## src/rtl/game_end_ctrl.sv

```systemverilog
// game_end_ctrl: tracks both tanks' hit points with per-tank hit cooldowns and latches the
// WIN/LOSE result until the end-of-game overlay sends the player back to the menu.
module game_end_ctrl #(
  parameter int unsigned HP_MAX       = 5,
  parameter int unsigned HP_W         = 4,
  parameter int unsigned HIT_COOLDOWN = 6500000,
  parameter int unsigned CD_W         = 23
) (
  input  logic            clk,
  input  logic            rst,
  input  logic            select,
  input  logic            hit_self,
  input  logic            hit_enemy,
  input  logic            back_to_menu,
  output logic [1:0]      game_end,
  output logic            game_over,
  output logic [HP_W-1:0] hp_self,
  output logic [HP_W-1:0] hp_enemy
);
  typedef enum logic [1:0] {IDLE, PLAY, WIN, LOSE} state_t;
  localparam logic [HP_W-1:0] HP_FULL = HP_W'(HP_MAX);
  localparam logic [CD_W-1:0] CD_LOAD = CD_W'(HIT_COOLDOWN);
  state_t          state_q, state_d;
  logic [HP_W-1:0] hp_self_q, hp_self_d, hp_enemy_q, hp_enemy_d;
  logic [CD_W-1:0] cd_self_q, cd_self_d, cd_enemy_q, cd_enemy_d;
  logic [1:0]      game_end_q, game_end_d;
  logic            game_over_q, game_over_d;
  logic            reload, cnt_self, cnt_enemy;
  always_comb begin
    reload      = back_to_menu || (state_q == PLAY && !select);
    cnt_self    = state_q == PLAY && hit_self && cd_self_q == '0;
    cnt_enemy   = state_q == PLAY && hit_enemy && cd_enemy_q == '0;
    // own destruction is checked first so a mutual kill resolves to LOSE
    state_d     = reload ? IDLE :
                  state_q == IDLE ? (select ? PLAY : IDLE) :
                  state_q != PLAY ? state_q :
                  (cnt_self && hp_self_q == HP_W'(1)) ? LOSE :
                  (cnt_enemy && hp_enemy_q == HP_W'(1)) ? WIN : PLAY;
    hp_self_d   = reload ? HP_FULL : hp_self_q - HP_W'(cnt_self);
    hp_enemy_d  = reload ? HP_FULL : hp_enemy_q - HP_W'(cnt_enemy);
    cd_self_d   = reload ? '0 : cnt_self ? CD_LOAD : cd_self_q - CD_W'(cd_self_q != '0);
    cd_enemy_d  = reload ? '0 : cnt_enemy ? CD_LOAD : cd_enemy_q - CD_W'(cd_enemy_q != '0);
    game_end_d  = state_d == WIN ? 2'd1 : state_d == LOSE ? 2'd2 : 2'd0;
    game_over_d = state_d == WIN || state_d == LOSE;
  end
  always_ff @(posedge clk) begin
    if (rst) begin
      state_q     <= IDLE;
      hp_self_q   <= HP_FULL;
      hp_enemy_q  <= HP_FULL;
      cd_self_q   <= '0;
      cd_enemy_q  <= '0;
      game_end_q  <= 2'd0;
      game_over_q <= 1'b0;
    end else begin
      state_q     <= state_d;
      hp_self_q   <= hp_self_d;
      hp_enemy_q  <= hp_enemy_d;
      cd_self_q   <= cd_self_d;
      cd_enemy_q  <= cd_enemy_d;
      game_end_q  <= game_end_d;
      game_over_q <= game_over_d;
    end
  end
  assign game_end  = game_end_q;
  assign game_over = game_over_q;
  assign hp_self   = hp_self_q;
  assign hp_enemy  = hp_enemy_q;
endmodule

```

## config.mk

```make
export PLATFORM = sky130hd
export DESIGN_NAME = game_end_ctrl
export DESIGN_NICKNAME = d
export VERILOG_FILES = /design/src/rtl/game_end_ctrl.sv
export SDC_FILE = /design/constraint.sdc
export NUM_CORES = 1
export LEC_CHECK = 0
export ABC_AREA = 1
export BUFFER_PORTS_ARGS = -buffer_cell sky130_fd_sc_hd__buf_2
export CAP_MARGIN = 30
export CORE_UTILIZATION = 48
export DETAILED_ROUTE_END_ITERATION = 10
export PLACE_DENSITY = 0.65
export SLEW_MARGIN = 20
export SYNTH_ARGS = -nofsm -noshare
export SYNTH_HDL_FRONTEND = slang
export SYNTH_SLANG_ARGS = --single-unit
```

## constraint.sdc

```tcl
create_clock -name clk -period 2.2 [get_ports clk]
set_input_delay 0 -clock clk [delete_from_list [all_inputs] [get_ports clk]]
set_output_delay 0 -clock clk [all_outputs]
set_load 0.1 [all_outputs]
```

# Yosys cells after proc, flatten, opt, wreduce, memory -nomap -nowiden
# Cells that the tools add are included.
# totals
register_bits	59
in_bits	6
# op_classes
addsub	4
eq_ne	6
n_mux	10
n_reduce_logical	19
# ops
operator	count
logical NOT 23 bit	2
2-to-1 mux 23 bit	2
nonzero test 23 bit	2
subtractor 23 x 1 -> 23 bit	2
2-to-1 mux 2 bit	6
== test 4 x 1 -> 1 bit, second input constant	2
subtractor 4 x 1 -> 4 bit	2
logical AND 1 bit	7
OR reduction 3 bit	2
== test 2 bit, second input constant	2
OR reduction 2 bit	2
== test 2 x 1 -> 1 bit, second input constant	1
logical NOT 2 bit	1
logical OR 1 bit	2
2-to-1 mux 1 bit	2
inequality test 2 x 1 -> 1 bit, second input constant	1
logical NOT 1 bit	1

# Depth between registers and ports, before layout
# depth
depth_word	12
depth_mapped	17
ltp_nobuf	17

# Least setup slack after synthesis
# Ideal clock, no wire load.
# synth_path
kind	register to register
startpoint	reg cd_self_q[16]
endpoint	reg cd_self_q[22]
setup_ns	0.109
arrival_ns	1.801
required_time_ns	2.091
slack_ns	0.290
path_stages_with_launch	18
n_path_buf	0
path_cell_list	dfxtp_1 nor2_2 nand2_1 nor2_1 nand2_1 nor2_4 inv_1 ha_1 ha_1 nand3_2 nor2_4 nand2_4 nor2_4 nand2_1 nand2_1 nand3_1 nand2_1 inv_1
# synth_via
elab_chain_cells	3
elab_cells_between_ends	5
cone_classes	1 x add/sub; 1 x mux; 3 x reduce/logical
# synth_lines
element	line	text
start: declaration	25	logic [CD_W-1:0] cd_self_q, cd_self_d, cd_enemy_q, cd_enemy_d;
start signal: assignment	59	cd_self_q <= cd_self_d;
nonzero test 23 bit or logical NOT 23 bit (tied branches)	41, 31	
subtractor 23 x 1 -> 23 bit or logical AND 1 bit (tied branches)	41, 31	
2-to-1 mux 23 bit (*)	41	cd_self_d = reload ? '0 : cnt_self ? CD_LOAD : cd_self_q - CD_W'(cd_self_q != '0);
# Mark *: on every way between the ends. The rest lies on a longest branch, timed or not.
# A chain may end at the register's enable or synchronous reset.

# Worst setup path after layout
# layout_path
startpoint	reg cd_self_q[8]
endpoint	reg cd_self_q[22]
# The elaborated chain is that of the path after synthesis.

==> impl_metrics.csv <==
group,metric,value,unit
outcome,status,"finished clean",
sta,setup_ws,0.118,ns
detailed_routing,drt-total-wl,6920,um
clocking,htree_levels,3,
floorplan,rows,28,
logic_synthesis,syn-cell-area,3050,um^2
global_route,grt_pass1_vias,2419,
logic_synthesis,syn_avg_cell_area,7.01,um^2
global_route,grt_usage,22.2,%
setup_path,timing.rr.start,"cd_self_q[8]",
sta,max_slew.worst_pin.slew,0.487,ns
min_path,hp-class,"primary input to register",
detailed_routing,via_per_inst,5.01,
sta,fmax,0.480,GHz
detailed_routing,drc_errors,0,
detailed_routing,postRouteAntennaNets,0,
logic_synthesis,synth_seq_cells,59,
clocking,cts_buffers,9,
floorplan,pin_count,17,
floorplan,dieArea,6680,um^2
setup_path,start_kind,"register",
setup_path,cp-startpoint,"cd_self_q[8]",
floorplan,die_x,81.7,um
logic_synthesis,synth-seq-area-share,38.7,%
placement,io_buffers,16,
detailed_routing,vias,2761,
sta,setup_viol,0,
sta,min_period,2.08,ns
detailed_routing,routedWlPerCell,12.6,um
setup_path,required,2.43,ns
clocking,cts_buffer_depth,2,
logic_synthesis,synth_flop_cell,"dfxtp_1",
sta,slew_violations,0,
setup_path,slowest_delay,0.41,ns
floorplan,die_h,81.7,um
layout,final_cell_mix,"nand2_1, nor2_1, dfxtp_1",
logic_synthesis,yosys_warnings,0,
sta,finalCritPeriodShare,94.6,%
placement,dp_hpwl,5350,um
layout,drive_gt1_share,18.9,%
run,max_cap_violations,0,
floorplan,core,6030,um^2
sta,skew,0.00749,ns
setup_path,cp.arrival,2.32,ns
detailed_routing,drt-initial-drc-count,173,
setup_path,path_cells,"nor2_4 > nand4_1 > nor2_4 > inv_1 > ha_1 > ha_2 > nand3_2 > nor2_4 > nand2_4 > nor2_4 > nand2_1 > nand2_1 > nand3_1 > nand2_1 > inv_1",
setup_path,cp_slowest_cell,"dfxtp_1",
global_route,grt_antenna_before_repair,0,
clocking,insertion_delay,0.33,ns
placement,post-place-ws,0.0547,ns
detailed_routing,drt_pass1_iterations,4,
global_route,grt_max_degree,20,
logic_synthesis,synth_cells,435,
clocking,root_buffer,"clkbuf_8",
setup_path,cp_common_cell,"nor2_4",
layout,finalNetCount,486,
floorplan,start_util,50.6,%
clocking,clkTransAtPathRegs,0.06,ns
global_route,overflow,0,
logic_synthesis,synth_edf_count,0,
sta,slew_headroom,67.3,%
setup_path,crit_fanout,5,
sta,hold_violations,0,
layout,layoutNonFillerInstCount,551,
layout,area_growth,14.5,%
logic_synthesis,yosysUniqueCellTypes,30,
placement,dp_cells,534,
global_route,grt_pass1_wl,11100,um
setup_path,crit_family,"simple AND/OR/NAND/NOR gates",
logic_synthesis,syn-num-nets,449,
layout,diodes,0,
setup_path,path_buf_inv,2,
clocking,cts.sinks,59,
setup_path,end_kind,"register",
layout,fin_util,58.0,%
placement,gp_congestion,0.964,
sta,rsz0062_at_grt,"yes",
clocking,tritoncts,"yes",
min_path,holdCritStartpoint,"back_to_menu",
setup_path,crit_type,"register to register",
layout,final_common_cell,"nand2_1",
logic_synthesis,async_flop_share,0,%
-- worst register-to-register path, cell delays in order (launching register included) --
cell and delay (ns):
dfxtp_1 0.41, nor2_4 0.06, nand4_1 0.18, nor2_4 0.06, inv_1 0.05, ha_1 0.19
ha_2 0.23, nand3_2 0.13, nor2_4 0.21, nand2_4 0.08, nor2_4 0.11, nand2_1 0.06
nand2_1 0.05, nand3_1 0.06, nand2_1 0.06, inv_1 0.03
-- final timing paths --
kind / slack (ns) / to / cells after the start
min: 0.07 / hp_enemy[2] / 5
max reg2reg: 0.12 / cd_self_q[22] / 15
max: 0.12 / cd_self_q[22] / 15
min reg2reg: 0.49 / cd_enemy_q[6] / 2
-- final cells by class --
cell class	count	area, um^2
tap	75	93.8
multi-input combinational	317	1650
clock buffer	12	145
inverter	54	204
timing repair buffer	31	195
sequential	59	1190
clock inverter	3	15.0
fill	588	2530
-- kinds of logic after synthesis --
group / after synthesis / synth area share, %
XOR/XNOR: 16 / 4.59
AO/OA/AOI/OAI: 38 / 6.93
AND/OR/NAND/NOR: 255 / 38.6
buffers and inverters: 59 / 7.92
flip-flops: 59 / 38.7
adder cells (fa/ha/maj): 8 / 3.28
-- flip-flops by register name (all words and copies together) (netlist names) --
name and count:
hp_enemy 4, hp_self 4, game_end 2, cd_self_q 23, state_q 2, cd_enemy_q 23
game_over 1
-- per-stage QoR --
| step | TNS, ns | hold slack (ns) | area (um^2) |
|---|---|---|---|
| 2_1_floorplan | 0 | 0.0724 | 3050 |
| 3_3_place_gp | 0 | 0.256 | 3280 |
| 3_5_place_dp | 0 | 0.266 | 3280 |
| 4_1_cts | 0 | 0.0652 | 3450 |
| 5_1_grt | -0.0462 | 0.0827 | 3490 |
| 6_report | 0 | 0.0695 | 3490 |
-- synth_stat cells (7+ instances only) --
library cell	count	share of area (%)
o21ai_0	8	1.3
xor2_1	7	2.0
nand3_1	20	3.3
nor3_1	7	1.1
nor2_1	92	11
or2_2	10	2.1
nor2_2	7	1.4
inv_1	50	6.2
dfxtp_1	59	39
a21oi_1	18	3.0
nand2_1	90	11
a31oi_1	9	1.8
nand4_1	12	2.5
xnor2_1	9	2.6
ha_1	8	3.3
-- metal layers --
metal,track usage [%],wire length (um),up-vias
li1,-,-,1450
met1,31.6,3700,1243
met2,32.7,2860,61
met3,4.00,261,7
met4,8.95,95,0
met5,0,0,-
-- timing repair --
item                                   CTS  global route
hold buffers                             1             0
buffers inserted                         0             1
endpoints found under the hold margin    5             0
setup endpoints to repair                0            14
resized for setup                        0            14
Power is left out: the tool's default activity adds up to more than one toggle a clock period on the data nets, which glitch-free logic cannot reach.
